==> src/rtl/reg_file_access_ctrl_pkg.sv <==
// rtl/reg_file_access_ctrl_pkg.sv - shared widths and FSM encodings for the register file access controller
//
// Purpose : single source of truth for the default register data/address widths,
//           requester count and controller state encoding.
// Ports   : none (package).

package reg_file_access_ctrl_pkg;

    localparam int RF_DATA_WIDTH = 32;
    localparam int RF_ADDR_WIDTH = 5;
    localparam int RF_NUM_REQ    = 2;

    // Controller sequencing states.
    typedef enum logic [1:0] {
        ST_INIT    = 2'd0,
        ST_IDLE    = 2'd1,
        ST_ISSUE   = 2'd2,
        ST_CAPTURE = 2'd3
    } rf_state_t;

endpackage

==> src/rtl/reg_file_access_ctrl_if.sv <==
// rtl/reg_file_access_ctrl_if.sv - requester-side handshake bundle for one register file client
//
// Purpose : groups one requester's request/response signals.
// Signals : valid, we, addr_a, addr_b, wdata   requester -> controller
//           ready, rvalid, rdata_a, rdata_b     controller -> requester
// Modports: master (requester), slave (controller).

interface reg_file_access_ctrl_if
    import reg_file_access_ctrl_pkg::*;
#(
    parameter int DATA_WIDTH = RF_DATA_WIDTH,
    parameter int ADDR_WIDTH = RF_ADDR_WIDTH
);

    logic                  valid;
    logic                  we;
    logic [ADDR_WIDTH-1:0] addr_a;
    logic [ADDR_WIDTH-1:0] addr_b;
    logic [DATA_WIDTH-1:0] wdata;
    logic                  ready;
    logic                  rvalid;
    logic [DATA_WIDTH-1:0] rdata_a;
    logic [DATA_WIDTH-1:0] rdata_b;

    modport master (
        output valid, we, addr_a, addr_b, wdata,
        input  ready, rvalid, rdata_a, rdata_b
    );

    modport slave (
        input  valid, we, addr_a, addr_b, wdata,
        output ready, rvalid, rdata_a, rdata_b
    );

endinterface

==> src/rtl/reg_file_access_ctrl_rr_arbiter_2.sv <==
// rtl/reg_file_access_ctrl_rr_arbiter_2.sv - two-way round-robin grant logic
//
// Purpose : grants at most one of two requesters, combinationally from valid and
//           an internal priority pointer; the pointer moves only when a grant is
//           taken.
// Ports   : clk, rst     clock, synchronous active-high reset
//           enable       grants allowed this cycle
//           valid[1:0]   request lines
//           grant[1:0]   one-hot (or zero) grant; a grant implies acceptance

module rr_arbiter_2 (
    input  logic       clk,
    input  logic       rst,
    input  logic       enable,
    input  logic [1:0] valid,
    output logic [1:0] grant
);

    // Requester favoured when both are valid; 0 after reset.
    logic prio_q;

    always_comb begin
        grant = 2'b00;
        if (enable) begin
            case (valid)
                2'b01:   grant = 2'b01;
                2'b10:   grant = 2'b10;
                2'b11:   grant = prio_q ? 2'b10 : 2'b01;
                default: grant = 2'b00;
            endcase
        end
    end

    // After a grant to requester 0 favour requester 1, and vice versa. Lone
    // grants move the pointer too, so the next contention goes to the other side.
    always_ff @(posedge clk) begin
        if (rst) begin
            prio_q <= 1'b0;
        end else if (|grant) begin
            prio_q <= grant[0];
        end
    end

endmodule

==> src/rtl/reg_file_access_ctrl.sv <==
// rtl/reg_file_access_ctrl.sv - two-requester access controller for a 2R/1W register file
//
// Purpose : clears the register file after reset, then serves single read-pair or
//           write transactions from two requesters under round-robin arbitration.
// Ports   : clk, rst                      clock, synchronous active-high reset
//           req0, req1                    requester bundles (slave side)
//           rf_read, rf_write             register file strobes (never both high)
//           rf_addr_r1, rf_addr_r2        read addresses
//           rf_addr_w, rf_data_w          write address / data
//           rf_data_r1, rf_data_r2        read data, valid the cycle after rf_read
//           init_done                     high from the first IDLE cycle until reset
//
// Transaction timing (cycle 0 = cycle with valid & ready):
//   write: ISSUE in cycle 1 (rf_write), data present in the file from cycle 2.
//   read : ISSUE in cycle 1, CAPTURE in cycle 2, rvalid pulse in cycle 3.

module reg_file_access_ctrl
    import reg_file_access_ctrl_pkg::*;
#(
    parameter int DATA_WIDTH = RF_DATA_WIDTH,
    parameter int ADDR_WIDTH = RF_ADDR_WIDTH
) (
    input  logic                  clk,
    input  logic                  rst,
    reg_file_access_ctrl_if.slave req0,
    reg_file_access_ctrl_if.slave req1,
    output logic                  rf_read,
    output logic                  rf_write,
    output logic [ADDR_WIDTH-1:0] rf_addr_r1,
    output logic [ADDR_WIDTH-1:0] rf_addr_r2,
    output logic [ADDR_WIDTH-1:0] rf_addr_w,
    output logic [DATA_WIDTH-1:0] rf_data_w,
    input  logic [DATA_WIDTH-1:0] rf_data_r1,
    input  logic [DATA_WIDTH-1:0] rf_data_r2,
    output logic                  init_done
);

    rf_state_t state_q, state_d;

    logic [ADDR_WIDTH-1:0] init_cnt_q;
    logic                  init_done_q;

    logic [1:0] req_valid;
    logic [1:0] grant;
    logic       arb_en;
    logic       accept;
    logic       accept_id;

    // Registered copy of the accepted transaction.
    logic                  txn_we_q;
    logic                  txn_id_q;
    logic [ADDR_WIDTH-1:0] txn_addr_a_q;
    logic [ADDR_WIDTH-1:0] txn_addr_b_q;
    logic [DATA_WIDTH-1:0] txn_wdata_q;

    // Per-requester response registers.
    logic [1:0]                 rvalid_q;
    logic [1:0][DATA_WIDTH-1:0] rdata_a_q;
    logic [1:0][DATA_WIDTH-1:0] rdata_b_q;

    assign req_valid = {req1.valid, req0.valid};

    // No grant while reset is asserted, so nothing is accepted on the reset edge.
    assign arb_en = (state_q == ST_IDLE) && !rst;

    rr_arbiter_2 u_arb (
        .clk    (clk),
        .rst    (rst),
        .enable (arb_en),
        .valid  (req_valid),
        .grant  (grant)
    );

    assign accept    = |grant;
    assign accept_id = grant[1];

    assign req0.ready   = grant[0];
    assign req1.ready   = grant[1];
    assign req0.rvalid  = rvalid_q[0];
    assign req1.rvalid  = rvalid_q[1];
    assign req0.rdata_a = rdata_a_q[0];
    assign req0.rdata_b = rdata_b_q[0];
    assign req1.rdata_a = rdata_a_q[1];
    assign req1.rdata_b = rdata_b_q[1];

    assign init_done = init_done_q;

    // Next state and register file strobes. Strobes are masked by rst so a
    // transaction caught by reset never reaches the register file on that edge.
    always_comb begin
        state_d    = state_q;
        rf_read    = 1'b0;
        rf_write   = 1'b0;
        rf_addr_r1 = '0;
        rf_addr_r2 = '0;
        rf_addr_w  = '0;
        rf_data_w  = '0;

        case (state_q)
            ST_INIT: begin
                rf_write  = !rst;
                rf_addr_w = init_cnt_q;
                if (init_cnt_q == '1) begin
                    state_d = ST_IDLE;
                end
            end

            ST_IDLE: begin
                if (accept) begin
                    state_d = ST_ISSUE;
                end
            end

            ST_ISSUE: begin
                if (txn_we_q) begin
                    rf_write  = !rst;
                    rf_addr_w = txn_addr_a_q;
                    rf_data_w = txn_wdata_q;
                    state_d   = ST_IDLE;
                end else begin
                    rf_read    = !rst;
                    rf_addr_r1 = txn_addr_a_q;
                    rf_addr_r2 = txn_addr_b_q;
                    state_d    = ST_CAPTURE;
                end
            end

            ST_CAPTURE: begin
                // Addresses are held so the file output stays on the same pair.
                rf_read    = !rst;
                rf_addr_r1 = txn_addr_a_q;
                rf_addr_r2 = txn_addr_b_q;
                state_d    = ST_IDLE;
            end

            default: begin
                state_d = ST_INIT;
            end
        endcase
    end

    always_ff @(posedge clk) begin
        if (rst) begin
            state_q      <= ST_INIT;
            init_cnt_q   <= '0;
            init_done_q  <= 1'b0;
            txn_we_q     <= 1'b0;
            txn_id_q     <= 1'b0;
            txn_addr_a_q <= '0;
            txn_addr_b_q <= '0;
            txn_wdata_q  <= '0;
            rvalid_q     <= '0;
            rdata_a_q    <= '0;
            rdata_b_q    <= '0;
        end else begin
            state_q  <= state_d;
            rvalid_q <= '0;

            if (state_q == ST_INIT) begin
                init_cnt_q <= init_cnt_q + ADDR_WIDTH'(1);
                if (state_d == ST_IDLE) begin
                    init_done_q <= 1'b1;
                end
            end

            if (accept) begin
                txn_id_q     <= accept_id;
                txn_we_q     <= accept_id ? req1.we     : req0.we;
                txn_addr_a_q <= accept_id ? req1.addr_a : req0.addr_a;
                txn_addr_b_q <= accept_id ? req1.addr_b : req0.addr_b;
                txn_wdata_q  <= accept_id ? req1.wdata  : req0.wdata;
            end

            // Read data only changes here, so each requester's rdata holds
            // until its own next read completes.
            if (state_q == ST_CAPTURE) begin
                rdata_a_q[txn_id_q] <= rf_data_r1;
                rdata_b_q[txn_id_q] <= rf_data_r2;
                rvalid_q[txn_id_q]  <= 1'b1;
            end
        end
    end

endmodule

==> src/flat_wrapper.sv <==
// flat-port wrapper written by rule: the top's interface ports become plain ports
module reg_file_access_ctrl_flat import reg_file_access_ctrl_pkg::*;
#(
    parameter int DATA_WIDTH = RF_DATA_WIDTH,
    parameter int ADDR_WIDTH = RF_ADDR_WIDTH
)
  (clk, rst, rf_read, rf_write, rf_addr_r1, rf_addr_r2, rf_addr_w, rf_data_w, rf_data_r1, rf_data_r2, init_done, req0_valid, req0_we, req0_addr_a, req0_addr_b, req0_wdata, req0_ready, req0_rvalid, req0_rdata_a, req0_rdata_b, req1_valid, req1_we, req1_addr_a, req1_addr_b, req1_wdata, req1_ready, req1_rvalid, req1_rdata_a, req1_rdata_b);
  reg_file_access_ctrl_if #(.DATA_WIDTH(DATA_WIDTH), .ADDR_WIDTH(ADDR_WIDTH)) req0_i ();
  reg_file_access_ctrl_if #(.DATA_WIDTH(DATA_WIDTH), .ADDR_WIDTH(ADDR_WIDTH)) req1_i ();
  input  logic clk;
  input  logic rst;
  output logic rf_read;
  output logic rf_write;
  output logic [ADDR_WIDTH-1:0] rf_addr_r1;
  output logic [ADDR_WIDTH-1:0] rf_addr_r2;
  output logic [ADDR_WIDTH-1:0] rf_addr_w;
  output logic [DATA_WIDTH-1:0] rf_data_w;
  input  logic [DATA_WIDTH-1:0] rf_data_r1;
  input  logic [DATA_WIDTH-1:0] rf_data_r2;
  output logic init_done;
  input wire logic [$bits(req0_i.valid)-1:0] req0_valid;
  input wire logic [$bits(req0_i.we)-1:0] req0_we;
  input wire logic [$bits(req0_i.addr_a)-1:0] req0_addr_a;
  input wire logic [$bits(req0_i.addr_b)-1:0] req0_addr_b;
  input wire logic [$bits(req0_i.wdata)-1:0] req0_wdata;
  output wire logic [$bits(req0_i.ready)-1:0] req0_ready;
  output wire logic [$bits(req0_i.rvalid)-1:0] req0_rvalid;
  output wire logic [$bits(req0_i.rdata_a)-1:0] req0_rdata_a;
  output wire logic [$bits(req0_i.rdata_b)-1:0] req0_rdata_b;
  input wire logic [$bits(req1_i.valid)-1:0] req1_valid;
  input wire logic [$bits(req1_i.we)-1:0] req1_we;
  input wire logic [$bits(req1_i.addr_a)-1:0] req1_addr_a;
  input wire logic [$bits(req1_i.addr_b)-1:0] req1_addr_b;
  input wire logic [$bits(req1_i.wdata)-1:0] req1_wdata;
  output wire logic [$bits(req1_i.ready)-1:0] req1_ready;
  output wire logic [$bits(req1_i.rvalid)-1:0] req1_rvalid;
  output wire logic [$bits(req1_i.rdata_a)-1:0] req1_rdata_a;
  output wire logic [$bits(req1_i.rdata_b)-1:0] req1_rdata_b;
  assign req0_i.valid = req0_valid;
  assign req0_i.we = req0_we;
  assign req0_i.addr_a = req0_addr_a;
  assign req0_i.addr_b = req0_addr_b;
  assign req0_i.wdata = req0_wdata;
  assign req0_ready = req0_i.ready;
  assign req0_rvalid = req0_i.rvalid;
  assign req0_rdata_a = req0_i.rdata_a;
  assign req0_rdata_b = req0_i.rdata_b;
  assign req1_i.valid = req1_valid;
  assign req1_i.we = req1_we;
  assign req1_i.addr_a = req1_addr_a;
  assign req1_i.addr_b = req1_addr_b;
  assign req1_i.wdata = req1_wdata;
  assign req1_ready = req1_i.ready;
  assign req1_rvalid = req1_i.rvalid;
  assign req1_rdata_a = req1_i.rdata_a;
  assign req1_rdata_b = req1_i.rdata_b;
  reg_file_access_ctrl #(.DATA_WIDTH(DATA_WIDTH), .ADDR_WIDTH(ADDR_WIDTH)) u_core (.clk(clk), .rst(rst), .req0(req0_i), .req1(req1_i), .rf_read(rf_read), .rf_write(rf_write), .rf_addr_r1(rf_addr_r1), .rf_addr_r2(rf_addr_r2), .rf_addr_w(rf_addr_w), .rf_data_w(rf_data_w), .rf_data_r1(rf_data_r1), .rf_data_r2(rf_data_r2), .init_done(init_done));
endmodule
==> config.mk <==
export PLATFORM = sky130hd
export DESIGN_NAME = reg_file_access_ctrl_flat
export DESIGN_NICKNAME = d
export VERILOG_FILES = /design/src/rtl/reg_file_access_ctrl_pkg.sv /design/src/rtl/reg_file_access_ctrl_if.sv /design/src/rtl/reg_file_access_ctrl_rr_arbiter_2.sv /design/src/rtl/reg_file_access_ctrl.sv /design/src/flat_wrapper.sv
export SDC_FILE = /design/constraint.sdc
export NUM_CORES = 1
export LEC_CHECK = 0
export ABC_AREA = 1
export CELL_PAD_IN_SITES_DETAIL_PLACEMENT = 1
export CELL_PAD_IN_SITES_GLOBAL_PLACEMENT = 1
export CORE_ASPECT_RATIO = 0.9
export CORE_MARGIN = 4
export CORE_UTILIZATION = 39
export CTS_CLUSTER_SIZE = 24
export DETAILED_ROUTE_END_ITERATION = 6
export DONT_BUFFER_PORTS = 1
export MAX_ROUTING_LAYER = met4
export PLACE_DENSITY_LB_ADDON = 0.1
export SYNTH_ARGS = -nofsm -noshare
export SYNTH_HDL_FRONTEND = slang
export SYNTH_SLANG_ARGS = --single-unit
==> constraint.sdc <==
create_clock -name clk -period 1.61 [get_ports clk]
set_clock_uncertainty 0.1 [all_clocks]
set_input_delay 0.483 -clock clk [delete_from_list [all_inputs] [get_ports clk]]
set_output_delay 0.483 -clock clk [all_outputs]
set_load 0.1 [all_outputs]
==> results.py <==
metrics = {
    "clock_tree": {
        "cts_root_buffer": "clkbuf_16",
        "clk_pin_slew_ns": 0.07,
        "clk_latency_ns": 0.44,
        "cts_max_path_buffers": 2,
        "cts_htree_levels": 4,
        "cts_sinks": 183,
        "numCtsBuffers": 17,
        "cts_tree": "done",
    },
    "hold_path": {
        "min_path_type": "in -> reg",
    },
    "place": {
        "dpl.hpwl_um": 20300,
        "place_area_mm2": 0.0107,
        "portBuffers": 0,
        "gp_congestion": 0.812,
    },
    "sta": {
        "max_freq_mhz": 431,
        "hold_violations": 0,
        "fin_ws_ns": -0.712,
        "slew_viol_final": 0,
        "post-route-min-period_ns": 2.32,
        "slew_headroom": 0.737,
        "setup_viol": 101,
        "rsz0062_at_grt": "true",
        "period_share": 1.44,
        "worst_slew_pin_slew_ns": 0.395,
    },
    "global_route": {
        "antenna_found_initial": 0,
        "grt_pass1_wl_um": 48400,
        "overflow": 0,
        "grt_usage": 0.283,
        "grt_max_degree": 75,
        "grt_pass1_vias": 8881,
    },
    "drt": {
        "drc": 0,
        "via_per_inst": 5.62,
        "num_vias": 8701,
        "drt_iter0_drc": 494,
        "dr.pass1.iters": 5,
        "wl_per_cell_um": 24.3,
        "postRouteAntennaNets": 0,
        "routed_wirelength_um": 37700,
    },
    "finish": {
        "synthToLayoutAreaGrowth_pct": 70.4,
        "diodes": 0,
        "fin_area_mm2": 0.0132,
        "nNetsFinal": 1442,
        "drive_above_1_share": 0.340,
    },
    "status": {
        "violations": "negative setup slack",
        "status": "finished with violations",
    },
    "worst_setup_path": {
        "crit_fanout": 5,
        "reg2reg_slack_ns": -0.32,
        "endpoint_kind": "primary output",
        "crit_path_start_kind": "flip-flop",
        "cp_data_required_time_ns": 1.03,
        "critPathKind": "reg -> out",
        "cp.arrival_ns": 1.74,
    },
    "synth": {
        "syn_inst": 1106,
        "synth-seq-cells": 183,
        "synth_area_mm2": 0.00773,
        "synthTopCellsByArea": "dfxtp_1 47%, nand3_1 13%, nor2_1 9.0%",
        "synth_top_area_cell": "dfxtp_1",
        "synth.avg_cell_area_um2": 6.99,
        "syn_nets": 1262,
        "synth_warnings": 0,
        "yosys.cell_types.count": 24,
        "yosysTopAreaCellShare": 0.474,
        "ys_seq_area_frac": 0.474,
    },
    "floorplan": {
        "num_io_pins": 336,
        "die_area_mm2": 0.0221,
        "die_y_um": 142,
        "core_mm2": 0.0193,
        "rows": 48,
        "start_util": 0.400,
        "die_x_um": 156,
    },
    "flow_run": {
        "cap_violations": 0,
    },
    "power": {
        "ir_drop_mv": 0.891,
        "powerDensity_mw_per_mm2": 690,
        "power_mw": 9.09,
        "leakagePower_nw": 5.50,
    },
}
==> power by group <==
part           internal, mW  total, mW  switching, mW
registers              4.52       4.53        0.00959
clock network          2.08       4.23           2.15
logic                 0.111      0.334          0.223
total                  6.71       9.09           2.38
==> layout by cell type, fill, tap and decap left out, types with 3 or more instances in the layout <==
| cell | netlist | routed |
|---|---|---|
| nand3_1 | 195 | 186 |
| buf_12 | 0 | 176 |
| nand2_1 | 163 | 158 |
| nor2_1 | 185 | 139 |
| inv_1 | 140 | 134 |
| dfxtp_1 | 183 | 95 |
| dfxtp_2 | 0 | 86 |
| a21oi_1 | 68 | 68 |
| o21ai_0 | 70 | 67 |
| nor2_4 | 0 | 46 |
| buf_4 | 1 | 29 |
| clkbuf_16 | 0 | 18 |
| buf_6 | 5 | 16 |
| buf_8 | 0 | 11 |
| nand3_2 | 1 | 10 |
| nand2_2 | 1 | 5 |
| inv_8 | 0 | 5 |
| inv_6 | 0 | 4 |
| o21ai_4 | 0 | 4 |
| nor3_1 | 7 | 4 |
| buf_16 | 0 | 4 |
| clkinvlp_4 | 0 | 3 |
| nor3_4 | 0 | 3 |
| clkinv_4 | 0 | 3 |
| dlygate4sd3_1 | 0 | 3 |
==> worst paths after layout <==
| check | start | endpoint | depth (start not counted) |
|---|---|---|---|
| worst max-delay path | u_core.state_q[1]$_SDFF_PP0_ | rf_addr_r1[0] | 6 |
| worst max register to register | u_core.state_q[1]$_SDFF_PP0_ | u_core.txn_wdata_q[6]$_SDFFE_PP0P_ | 11 |
| worst min-delay path | rst | u_core.req1.rdata_a[24]$_SDFFE_PP0P_ | 1 |
| worst min register to register | u_core.txn_wdata_q[2]$_SDFFE_PP0P_ | u_core.txn_wdata_q[2]$_SDFFE_PP0P_ | 2 |
==> layer usage <==
metal / wire, um / track usage / vias to the layer above
met5: 0 / - / -
met1: 13100 / 0.293 / 4277
met4: 1980 / 0.101 / 0
li1: - / - / 3848
met2: 19700 / 0.502 / 432
met3: 2890 / 0.0948 / 144
==> worst max-delay path: stages, from the launching register on <==
cell and delay (ns):
dfxtp_4 0.39, inv_6 0.05, nor2_4 0.15, nor2_4 0.10, buf_6 0.13, nor3_4 0.25, buf_12 0.21
==> what timing repair did <==
action                                  4_1_cts  5_1_grt
resized for setup                           195      276
gates cloned                                  3        1
pin swaps                                     6        8
hold buffers                                  0        3
setup buffers                                 6        5
endpoints found under the hold margin         0        1
endpoints found under the setup margin      282      300
==> final cells by class <==
| cell class | instances | area (um^2) |
|---|---|---|
| Clock buffer | 17 | 425 |
| Sequential cell | 183 | 3780 |
| Fill cell | 2087 | 6160 |
| Timing Repair Buffer | 241 | 4280 |
| Clock inverter | 15 | 154 |
| Tap cell | 250 | 313 |
| Inverter | 143 | 568 |
| Multi-Input combinational cell | 700 | 3650 |
==> stage by stage <==
| step | hold WS, ns | utilization | setup TNS, ns | std cells | worst slack [ns] |
|---|---|---|---|---|---|
| after global placement | 0.344 | 0.553 | -23.90 | 1501 | -0.236 |
| after CTS | 0.00178 | 0.627 | -36.12 | 1541 | -0.642 |
| after floorplan | 0.348 | - | -21.00 | 1106 | -0.564 |
| after detailed placement | 0.348 | 0.553 | -28.16 | 1501 | -0.299 |
| after global routing | -0.00571 | 0.681 | -46.14 | 1549 | -0.747 |
| final | 0.0120 | 0.681 | -39.54 | 1549 | -0.712 |
==> flip-flops by register name (all words and copies together) (netlist names) <==
| register | flops |
|---|---|
| u_core.txn_id_q | 1 |
| u_core.state_q | 2 |
| u_core.req0.rdata_b | 32 |
| u_core.init_cnt_q | 5 |
| u_core.req1.rdata_b | 32 |
| u_core.txn_wdata_q | 32 |
| u_core.rvalid_q | 2 |
| u_core.req0.rdata_a | 32 |
| u_core.u_arb.prio_q | 1 |
| u_core.txn_we_q | 1 |
| u_core.txn_addr_b_q | 5 |
| u_core.txn_addr_a_q | 5 |
| u_core.init_done | 1 |
| u_core.req1.rdata_a | 32 |
==> Yosys cell counts <==
library cell	instances
nand2_1	163
buf_1	2
nand2_2	1
dfxtp_1	183
inv_2	2
a21oi_1	68
o22ai_1	2
o21ai_2	1
buf_6	5
inv_1	140
a21oi_4	2
ha_1	2
nor3_1	7
nand4_1	1
nand3_1	195
nor2_8	1
nor2_1	185
o21ai_0	70
buf_2	38
clkinv_2	1
clkbuf_1	34
nand3_2	1
buf_4	1
nand2_4	1
==> logic make-up after synthesis <==
group / synth area share
AO/OA/AOI/OAI: 0.0963
flip-flops: 0.474
adder cells (fa/ha/maj): 0.00324
AND/OR/NAND/NOR: 0.307
buffers and inverters: 0.120
Note: power is estimated with default switching activity, not from simulation.
